==> src/rtl/data_mem_if.sv <==
// Request/response bus between a requester and data_mem_ctrl.
interface data_mem_if #(
  parameter int DATA_W = 16,
  parameter int ADDR_W = 16
);
  logic              req_valid;
  logic              req_ready;
  logic              req_write;
  logic [1:0]        req_size;
  logic              req_signed;
  logic [ADDR_W-1:0] req_addr;
  logic [DATA_W-1:0] req_wdata;
  logic              rsp_valid;
  logic [DATA_W-1:0] rsp_rdata;
  logic              rsp_err;

  modport master (
    output req_valid, req_write, req_size, req_signed, req_addr, req_wdata,
    input  req_ready, rsp_valid, rsp_rdata, rsp_err
  );

  modport slave (
    input  req_valid, req_write, req_size, req_signed, req_addr, req_wdata,
    output req_ready, rsp_valid, rsp_rdata, rsp_err
  );
endinterface

==> src/rtl/data_mem_ctrl.sv <==
// Byte-serial little-endian data memory with byte/half/word loads and stores.
// Optional macro DATA_MEM_ALIGN_CHECK_EN rejects misaligned accesses.
//
// state | meaning
// IDLE  | ready for a request
// XFER  | one byte moved per cycle through the single byte port
// RESP  | one-cycle response strobe
module data_mem_ctrl #(
  parameter int DATA_W = 16,
  parameter int DEPTH  = 64,
  parameter int ADDR_W = 16
) (
  input  logic       clk,
  input  logic       reset,
  data_mem_if.slave  bus,
  output logic       busy
);
  localparam int AW = $clog2(DEPTH);

  typedef enum logic [1:0] {IDLE, XFER, RESP} state_t;

  state_t state, state_nx;

  logic [7:0]        mem [DEPTH];
  logic              wr_q;
  logic              sgn_q;
  logic [1:0]        size_q;
  logic [1:0]        idx_q;
  logic [1:0]        last_q;
  logic [AW-1:0]     addr_q;
  logic [31:0]       wdata_q;
  logic [31:0]       acc_q;
  logic [DATA_W-1:0] rsp_rdata_q;
  logic              rsp_err_q;

  logic              accept;
  logic              size_ok;
  logic              misaligned;
  logic              req_bad;
  logic [7:0]        rd_byte;
  logic [31:0]       acc_full;
  logic [31:0]       ext;
  logic              unused_bits;

  assign bus.req_ready = reset && (state == IDLE);
  assign bus.rsp_valid = reset && (state == RESP);
  assign bus.rsp_rdata = rsp_rdata_q;
  assign bus.rsp_err   = rsp_err_q;
  assign busy          = reset && (state != IDLE);

  assign accept  = bus.req_valid && bus.req_ready;
  assign size_ok = (bus.req_size != 2'd3) && !((bus.req_size == 2'd2) && (DATA_W == 16));

`ifdef DATA_MEM_ALIGN_CHECK_EN
  assign misaligned = ((bus.req_size == 2'd1) && bus.req_addr[0]) ||
                      ((bus.req_size == 2'd2) && (bus.req_addr[1:0] != 2'b00));
`else
  assign misaligned = 1'b0;
`endif

  assign req_bad = !size_ok || misaligned;

  assign rd_byte  = mem[addr_q];
  // The byte read in the final XFER cycle is merged here so the response
  // can be registered at the same edge without an extra cycle.
  assign acc_full = acc_q | (32'(rd_byte) << {idx_q, 3'b000});

  always_comb begin
    ext = acc_full;
    case (size_q)
      2'd0:    ext = {{24{sgn_q & acc_full[7]}}, acc_full[7:0]};
      2'd1:    ext = {{16{sgn_q & acc_full[15]}}, acc_full[15:0]};
      default: ext = acc_full;
    endcase
  end

  assign unused_bits = ^{bus.req_addr, ext};

  always_ff @(posedge clk) begin
    if (!reset) state <= IDLE;
    else        state <= state_nx;
  end

  always_comb begin
    state_nx = state;
    case (state)
      IDLE:    if (accept) state_nx = req_bad ? RESP : XFER;
      XFER:    if (idx_q == last_q) state_nx = RESP;
      RESP:    state_nx = IDLE;
      default: state_nx = IDLE;
    endcase
  end

  always_ff @(posedge clk) begin
    if (!reset) begin
      wr_q        <= 1'b0;
      sgn_q       <= 1'b0;
      size_q      <= 2'd0;
      idx_q       <= 2'd0;
      last_q      <= 2'd0;
      addr_q      <= '0;
      wdata_q     <= '0;
      acc_q       <= '0;
      rsp_rdata_q <= '0;
      rsp_err_q   <= 1'b0;
      for (int i = 0; i < DEPTH; i++) mem[i] <= 8'h00;
    end else begin
      if (accept) begin
        wr_q    <= bus.req_write;
        sgn_q   <= bus.req_signed;
        size_q  <= bus.req_size;
        idx_q   <= 2'd0;
        last_q  <= {bus.req_size[1], bus.req_size[1] | bus.req_size[0]};
        addr_q  <= bus.req_addr[AW-1:0];
        wdata_q <= 32'(bus.req_wdata);
        acc_q   <= '0;
        if (req_bad) begin
          rsp_err_q   <= 1'b1;
          rsp_rdata_q <= '0;
        end
      end
      if (state == XFER) begin
        if (wr_q) mem[addr_q] <= wdata_q[{idx_q, 3'b000} +: 8];
        acc_q  <= acc_full;
        addr_q <= addr_q + 1'b1;
        idx_q  <= idx_q + 2'd1;
        if (idx_q == last_q) begin
          rsp_err_q   <= 1'b0;
          rsp_rdata_q <= wr_q ? '0 : ext[DATA_W-1:0];
        end
      end
    end
  end
endmodule

==> src/flat_wrapper.sv <==
// flat-port wrapper written by rule: the top's interface ports become plain ports
module data_mem_ctrl_flat 
#(
  parameter int DATA_W = 16,
  parameter int DEPTH  = 64,
  parameter int ADDR_W = 16
)
  (clk, reset, busy, bus_req_valid, bus_req_write, bus_req_size, bus_req_signed, bus_req_addr, bus_req_wdata, bus_req_ready, bus_rsp_valid, bus_rsp_rdata, bus_rsp_err);
  data_mem_if #(.DATA_W(DATA_W), .ADDR_W(ADDR_W)) bus_i ();
  input  logic clk;
  input  logic reset;
  output logic busy;
  input wire logic [$bits(bus_i.req_valid)-1:0] bus_req_valid;
  input wire logic [$bits(bus_i.req_write)-1:0] bus_req_write;
  input wire logic [$bits(bus_i.req_size)-1:0] bus_req_size;
  input wire logic [$bits(bus_i.req_signed)-1:0] bus_req_signed;
  input wire logic [$bits(bus_i.req_addr)-1:0] bus_req_addr;
  input wire logic [$bits(bus_i.req_wdata)-1:0] bus_req_wdata;
  output wire logic [$bits(bus_i.req_ready)-1:0] bus_req_ready;
  output wire logic [$bits(bus_i.rsp_valid)-1:0] bus_rsp_valid;
  output wire logic [$bits(bus_i.rsp_rdata)-1:0] bus_rsp_rdata;
  output wire logic [$bits(bus_i.rsp_err)-1:0] bus_rsp_err;
  assign bus_i.req_valid = bus_req_valid;
  assign bus_i.req_write = bus_req_write;
  assign bus_i.req_size = bus_req_size;
  assign bus_i.req_signed = bus_req_signed;
  assign bus_i.req_addr = bus_req_addr;
  assign bus_i.req_wdata = bus_req_wdata;
  assign bus_req_ready = bus_i.req_ready;
  assign bus_rsp_valid = bus_i.rsp_valid;
  assign bus_rsp_rdata = bus_i.rsp_rdata;
  assign bus_rsp_err = bus_i.rsp_err;
  data_mem_ctrl #(.DATA_W(DATA_W), .DEPTH(DEPTH), .ADDR_W(ADDR_W)) u_core (.clk(clk), .reset(reset), .bus(bus_i), .busy(busy));
endmodule
==> config.mk <==
export PLATFORM = sky130hd
export DESIGN_NAME = data_mem_ctrl_flat
export DESIGN_NICKNAME = d
export VERILOG_FILES = /design/src/rtl/data_mem_if.sv /design/src/rtl/data_mem_ctrl.sv /design/src/flat_wrapper.sv
export SDC_FILE = /design/constraint.sdc
export NUM_CORES = 1
export LEC_CHECK = 0
export BUFFER_PORTS_ARGS = -buffer_cell sky130_fd_sc_hd__buf_2
export CAP_MARGIN = 20
export CORE_MARGIN = 4
export CORE_UTILIZATION = 60
export CTS_BUF_LIST = sky130_fd_sc_hd__clkbuf_8
export DETAILED_ROUTE_END_ITERATION = 10
export HOLD_SLACK_MARGIN = 0.05
export PLACE_DENSITY = 0.87
export SETUP_SLACK_MARGIN = 0.3
export SLEW_MARGIN = 20
export SYNTH_ARGS = -nofsm -noshare
export SYNTH_HDL_FRONTEND = slang
export SYNTH_SLANG_ARGS = --single-unit
==> constraint.sdc <==
create_clock -name clk -period 8.09 [get_ports clk]
set_clock_uncertainty 0.2 [all_clocks]
set_input_delay 0.809 -clock clk [delete_from_list [all_inputs] [get_ports clk]]
set_output_delay 0.809 -clock clk [all_outputs]
set_load 0.1 [all_outputs]
# [Word level (Yosys, flattened, before mapping)]
# Memory sizes are Yosys's and may differ from the RTL's. A register that Yosys moved wholly into a read port is not among the register bits.
# Cells that the tools add are included.
[totals] ram_bits=512 inputBits=39 mem_count=1 register_bits=81 output_inout_bits=20 word_cells=69
[classes] muxes=30 n_shift=2 bitwise_logic=3 addsub=2 eq_ne=8 n_reduce_logical=12
[mem_list] name="u_core.mem" depth=64 width=8 read_ports=1 rd_ports_with_merged_regs=1 wr=64 line_no="data_mem_ctrl.sv:24" source="logic [7:0] mem [DEPTH];"
[op_table] operator="$mux 16" n=5
[op_table] operator="$mux 32" n=2
[op_table] operator="$or 32x32->32" n=1
[op_table] operator="$pmux 16 s2" n=1
[op_table] operator="$shiftx 32x6->8" n=1
[op_table] operator="$shl 8x5->32" n=1
[op_table] operator="$mux 6" n=5
[op_table] operator="$mux 1" n=10
[op_table] operator="$mux 2" n=5
[op_table] operator="$mux 8" n=1
[op_table] operator="$reduce_or 8->1" n=1
[op_table] operator="$add 6x1->6 const B" n=1
[op_table] operator="$logic_and 1x1->1" n=5
[op_table] operator="$eq 2x1->1 const B" n=2
[op_table] operator="$eq 2x2->1 const B" n=2
[op_table] operator="$logic_not 2->1" n=2
[op_table] operator="$ne 2x2->1 const B" n=2
[op_table] operator="$pmux 2 s2" n=1
[op_table] operator="$reduce_bool 2->1" n=2
[op_table] operator="$add 2x1->2 const B" n=1
[op_table] operator="$eq 2x2->1" n=1
[op_table] operator="$ne 2x1->1 const B" n=1
[op_table] operator="$reduce_and 2->1" n=1
[op_table] operator="$and 1x1->1" n=1
[op_table] operator="other kinds (2)" n=2

# [Longest topological paths before layout]
# Gate-level depths: netlist of run 1.
[logic_depth] word_depth=7 ltp_mapped=11 ltp_nobuf=6

# [Least setup slack after synthesis of run 1]
# OpenSTA, ideal clock, no wires.
[synth_timing] path_type="in2reg" from="input port reset" to="register with a tool-made name" n_path_buf=2 slack_ns=3.392 stages=6 arrival_ns=4.371 cell_sequence="clkbuf_1 -> nor3b_1 -> nand2_1 -> clkbuf_1 -> o21ai_0 -> a21oi_1"
[synth_rtl] element="start: declaration" line_no="flat_wrapper.sv:11" source="input logic reset;"

==> results of run 1 <==
-- flip-flops by register name, indices dropped and copies added (netlist names), named ones only --
| register | cells |
|---|---|
| u_core.wdata_q | 16 |
| u_core.size_q | 1 |
| u_core.last_q | 2 |
| u_core.wr_q | 1 |
| u_core.addr_q | 6 |
| u_core.bus.rsp_err | 1 |
| u_core.bus.rsp_rdata | 16 |
| u_core.idx_q | 2 |
| u_core.mem | 512 |
| u_core.sgn_q | 1 |
| u_core.acc_q | 16 |
| u_core.state | 2 |
-- stage by stage --
| step | hold slack (ps) | instance area, sq um | setup WS [ps] |
|---|---|---|---|
| 6_report | 183 | 27400 | 3700 |
| 5_1_grt | 181 | 27400 | 3520 |
| 4_1_cts | 173 | 27400 | 3750 |
| 3_5_place_dp | 249 | 25800 | 3760 |
| 3_3_place_gp | 243 | 25800 | 3780 |
| 2_1_floorplan | 235 | 25300 | 3390 |
-- synth_stat cells (3+ instances only) --
master and count:
nand2b_1 5, nor2_1 538, or3b_2 4, a221oi_1 4
a21oi_1 24, edfxtp_1 512, a32oi_1 4, nand2_1 210
nand3_1 12, nor2b_1 17, inv_1 5, a21boi_0 6
clkbuf_1 78, buf_1 33, mux4_2 122, nor3b_1 11
or2_2 10, o22ai_1 24, nor3_1 7, a32o_1 7
buf_2 18, a2bb2oi_1 3, nand3b_1 4, and3b_1 4
nand4_1 5, a22oi_1 13, and3_1 3, buf_4 6
o21ai_0 33, dfxtp_1 70, and2_1 8, mux4_1 3
a2111oi_0 3, o21a_1 7, mux2_2 22, buf_6 4
mux2i_1 29, a211o_1 3, nor4_1 5, o211ai_1 3
-- worst max-delay path, cell delays in order (launching register included) --
cell,delay (ps)
dfxtp_4,850
buf_4,780
mux4_2,630
mux2_2,300
mux4_2,540
a221oi_1,490
nand2_1,150
a32o_1,270
-- area by class of cell --
type	count	share of cell area, %
diodes	1	0.00914
clock buffers	90	4.52
clock inverters	67	1.23
inverters	7	0.0959
multi-input cells	1176	28.9
flip-flops and latches	582	61.3
well taps	532	2.43
repair buffers	70	1.55
-- cell families after synthesis --
| logic type | after synthesis | share of synthesized area [%] |
|---|---|---|
| buffers and inverters | 146 | 2.47 |
| flip-flops | 582 | 66.4 |
| XOR/XNOR | 2 | 0.0694 |
| AO/OA/AOI/OAI | 149 | 3.98 |
| AND/OR/NAND/NOR | 848 | 13.7 |
| adder cells (fa/ha/maj) | 1 | 0.0495 |
| multiplexers | 176 | 13.3 |
-- layer usage --
layer	up-vias	track usage [%]
li1	7001	-
met1	8004	37.3
met2	1387	43.5
met3	251	7.39
met4	0	13.1
met5	-	0
-- how the worst max path moves through the flow --
stage,startpoint,end,slack [ps],cells past startpoint
floorplan,reset,flop,3390,6
global placement,reset,u_core.mem[20][0],3780,6
detailed placement,flop,u_core.bus.rsp_rdata[12],3760,7
CTS,flop,u_core.bus.rsp_rdata[12],3750,7
global route,flop,u_core.bus.rsp_rdata[12],3520,7
finish,flop,u_core.bus.rsp_rdata[12],3700,7
-- report_power, final --
| group | total, mW | switching, mW | leakage (nW) | internal [mW] |
|---|---|---|---|---|
| sequential | 3.42 | 0.0578 | 5.86 | 3.36 |
| clock | 2.22 | 1.12 | 0.900 | 1.10 |
| combinational | 0.546 | 0.365 | 2.54 | 0.182 |
| total | 6.18 | 1.54 | 9.30 | 4.64 |
==> results.tsv, run 1 <==
metric	value	unit
status	complete, no violations	
ys_ff_latch	582	
syn2layout_area_growth	8.43	%
stdcell_count	2525	
end_kind	flop	
htree_levels	3	
drive_above_1_share	17.7	%
hold_path.class	in -> reg	
placed_cells	2366	
boundaryPins	59	
hold_buffers	0	
slew_headroom	21.4	%
die_h	213	microns
clockRootBuffer	clkbuf_8	
min_from	bus_req_wdata[13]	
grt_pass1_vias	16200	
drv_slew	0	
powerDensity	226	mW/mm^2
hold_end	u_core.wdata_q[13]	
wl	63.1	mm
ys_seq_area_share	66.4	%
yosysWarnings	0	
hold_depth	3	
dp_hpwl	38.6	mm
met2_length	29.7	mm
core	0.0412	sq mm
synthArstFlopShare	0	%
drtPass1Iterations	6	
cts_tree	built	
rows	74	
grt_start_max_net_pins	132	
period_needed	4390	ps
ir_worst_vdd	122	uV
drtIter0Drc	2502	
antenna_found_initial	1	
period_share	54.3	%
wl_met1	21.2	mm
arrival	4710	ps
cts_sinks	582	
synth_top_cell_by_area	edfxtp_1	
nNetsFinal	1962	
drtAntennaViolNets	0	
port_buffers	48	
finalHoldViolCount	0	
gp_congestion	0.919	
tightestPinTransition	1180	ps
r2r_end	u_core.bus.rsp_rdata[12]	
multi_input_area	0.00791	sq mm
required	8410	ps
synth_cell_types	57	
floorplan.initialDensity	61.3	%
clk_path_buf_depth	3	
vias_per_cell	6.59	
ys.flop_type	edfxtp_1	
final-setup-viol-count	0	
insertion_delay	630	ps
fill_cells	2617	
syn-num-nets	1944	
vias	16600	
r2r_slack	3700	ps
grt_overflow	0	
synth.top_cell.area_share	60.9	%
drv_cap	0	
synth_area_leaders	edfxtp_1 (61%), mux4_2 (11%), nor2_1 (8.0%)	
r2r_cells	7	
tns	0	ps
cts_resized	0	
mostFrequentLayoutCell	nor2_1	
die_w	213	microns
criticalPathCategory	reg -> reg	
highest_layer	met4	
grt_pass1_wl	95.4	mm
wl_met3	8.88	mm
cts_buffers	85	
startpoint_type	flop	
netlist_area	0.0253	sq mm
seq_area	0.0168	sq mm
rsz0062_at_grt	false	
drc	0	
most-common-layout-cells	nor2_1 (535), edfxtp_1 (512), nand2_1 (210)	
postSynthAreaPerCell	13.3	sq um
cellLeakagePower	9.30	nW
wire_per_inst	25.0	microns
final_core_util	66.5	%
post_cts.repair.setup_buffers	0	
clk_pin_slew_worst_paths	70	ps
grtUsageTotal	27.9	%
postSynthCellCount	1904	
max_freq	228	MHz
power	6.18	mW
dieArea	0.0454	sq mm
synth_edf_count	512	
cp_max_fo	43	
Note: power is estimated with default switching activity, not from simulation.
==> inputs of run 2 (changes only) <==
CORE_UTILIZATION = 59   (was 60)
PLACE_DENSITY = 0.89   (was 0.87)
clock period = 3.75 ns   (was 8.09 ns; I/O delays follow)
==> run 2 against run 1 <==
  * The run now ends with design-rule violations left
  * Register-to-register slack got worse by 3500 ps
  * Routed wire length up 14%
  * Worst setup slack got worse by 3500 ps
  * Hold slack better by 96 ps
  * Critical path depth is 1 higher
  * Global-route usage grew 2.9 points
  * Total power is 120% higher
  * Die area is 1.6% higher
  * Maximum frequency up 25%
  * Combinational power grew 140%
  * Sequential cell count stayed put
  * Critical endpoint is now u_core.bus.rsp_rdata[10]
  * Largest cell class unchanged
  * Largest power group unchanged
==> results.tsv, run 2 (synthesized netlist as in run 1, its figures left out) <==
metric	value	unit	change
status	finished with violations		was complete, no violations
violations	design-rule violations		
max_stage_delay	790	ps	was 850 ps
clk_pin_slew_worst_paths	70	ps	about the same
cp_max_fo	35		was 43
finalHoldViolCount	0		unchanged
rsz0062_at_grt	false		unchanged
critPathSlowestCell	a2111oi_1		was dfxtp_4
die_h	215	microns	was 213 microns
grt_start_max_net_pins	85		was 132
cellLeakagePower	9.73	nW	was 9.30 nW
tightestPinTransition	1130	ps	was 1180 ps
largest_register_ffs	512		unchanged
grt_pass1_vias	17800		was 16,200
critical_path_depth	8		was 7
arrival	3880	ps	was 4710 ps
criticalPathCategory	reg -> reg		unchanged
cts_tree	built		unchanged
dp_hpwl	41.0	mm	was 38.6 mm
htree_levels	3		unchanged
r2r_cells	8		was 7
top_register	u_core.mem		unchanged
end_kind	flop		unchanged
critPathBufInv	2		was 1
tns	0	ps	unchanged
clockRootBuffer	clkbuf_8		unchanged
placed_cells	2398		was 2,366
dieArea	0.0462	sq mm	was 0.0454 sq mm
whs	279	ps	was 183 ps
slew_headroom	24.8	%	was 21.4%
clk_path_buf_depth	3		unchanged
drc	4		was 0
required	4120	ps	was 8410 ps
drv_slew	0		unchanged
final-setup-viol-count	0		unchanged
period_share	93.6	%	was 54.3%
syn2layout_area_growth	11.8	%	was 8.43%
vias_per_cell	6.94		was 6.59
vias	18100		was 16,600
insertion_delay	680	ps	was 630 ps
drv_cap	0		unchanged
mostFrequentLayoutCell	nor2_1		unchanged
worstPathCellList	buf_12 -> mux4_2 -> mux2i_1 -> a2111oi_1 -> buf_4 -> nand4_1 -> a311o_1 -> a2bb2oi_1		was buf_4 -> mux4_2 -> mux2_2 -> mux4_2 -> a221oi_1 -> nand2_1 -> a32o_1
fin_area	0.0282	sq mm	was 0.0274 sq mm
stdcell_count	2609		was 2,525
boundaryPins	59		unchanged
drtAntennaViolNets	0		unchanged
fill_cells	2426		was 2,617
powerDensity	485	mW/mm^2	was 226 mW/mm^2
gp_congestion	0.900		was 0.919
ir_worst_vdd	383	uV	was 122 uV
most-common-layout-cells	nor2_1 (538), edfxtp_1 (512), nand2_1 (210)		was nor2_1 (535), edfxtp_1 (512), nand2_1 (210)
period_needed	3510	ps	was 4390 ps
cts_sinks	582		unchanged
core	0.0421	sq mm	was 0.0412 sq mm
wire_per_inst	27.6	microns	was 25.0 microns
cts_buffers	88		was 85
nNetsFinal	2042		was 1,962
rows	75		was 74
power	13.7	mW	was 6.18 mW
max_freq	285	MHz	was 228 MHz
port_buffers	48		unchanged
drtPass1Iterations	11		was 6
die_w	215	microns	was 213 microns
critPathTopFamily	compound AO/OA/AOI/OAI gates		was multiplexers
hold_depth	2		was 3
wl	72.0	mm	was 63.1 mm
floorplan.initialDensity	59.9	%	was 61.3%
hold_path.class	reg -> reg		was in -> reg
grt_overflow	0		unchanged
drtIter0Drc	3785		was 2,502
startpoint_type	flop		unchanged
grtUsageTotal	30.8	%	was 27.9%
placed_area	0.0261	sq mm	was 0.0258 sq mm
antenna_found_initial	1		unchanged
drive_above_1_share	18.2	%	was 17.7%
grt_pass1_wl	109	mm	was 95.4 mm
-- run 2: cell types whose count changed in the layout (fill, tap and decap cells not counted), sizes merged --
| cell | previous run | this run |
|---|---|---|
| clkbuf | 90 | 94 |
| clkinv | 37 | 32 |
| buf | 70 | 98 |
| inv | 32 | 33 |
| dlygate4sd3 | 0 | 49 |
-- run 2: what timing repair did --
| item | CTS | global route |
|---|---|---|
| hold buffers | 49 | 0 |
| resized for setup | 1 | 2 |
| setup buffers | 0 | 4 |
| endpoints found under the hold margin | 38 | 0 |
| endpoints found under the setup margin | 4 | 19 |
-- run 2: stage by stage --
| stage | util, % | setup slack [ps] |
|---|---|---|
| after floorplan | - | 672 |
| after global placement | 61.9 | 341 |
| after detailed placement | 61.9 | 200 |
| after CTS | 66.9 | 346 |
| after global routing | 67.0 | 311 |
| final | 67.0 | 241 |
-- run 2: metal layers --
metal  routed length [microns]  vias up  share of wire, %  global-route usage (%)
li1                          -     7144                 -                       -
met1                     22400     8563                31                    38.6
met2                     33200     1911                46                    48.3
met3                     11000      495                15                    9.84
met4                      5380        0               7.5                    16.6
met5                         0        -                 0                       0
-- run 2: power breakdown --
group | switching (mW) | internal [mW] | total (mW) | leakage [nW]
clock | 2.55 | 2.45 | 5.00 | 0.926
combinational | 0.855 | 0.469 | 1.32 | 2.95
sequential | 0.125 | 7.25 | 7.37 | 5.86
total | 3.53 | 10.2 | 13.7 | 9.73
-- run 2: worst min-delay path, stage by stage, from the launching register on --
cell     delay, ps
dfxtp_1        330
a22oi_1         70
nand2_1         60
-- run 2: layout make-up --
class	count	area (sq um)	share of cell area, %
Antenna cell	1	2.50	0.00886
Timing Repair Buffer	147	1250	4.41
Sequential cell	582	16800	59.5
Multi-Input combinational cell	1176	7880	27.9
Clock buffer	94	1290	4.58
Inverter	7	30.0	0.106
Clock inverter	63	317	1.12
Tap cell	539	674	2.39
-- run 2: worst paths after layout --
| check | start | to | slack [ps] |
|---|---|---|---|
| hold / removal | u_core.acc_q[0] | u_core.bus.rsp_rdata[0] | 280 |
| hold reg to reg | u_core.acc_q[0] | u_core.bus.rsp_rdata[0] | 280 |
| setup reg to reg | flop | u_core.bus.rsp_rdata[10] | 240 |
| setup / recovery | flop | u_core.bus.rsp_rdata[10] | 240 |
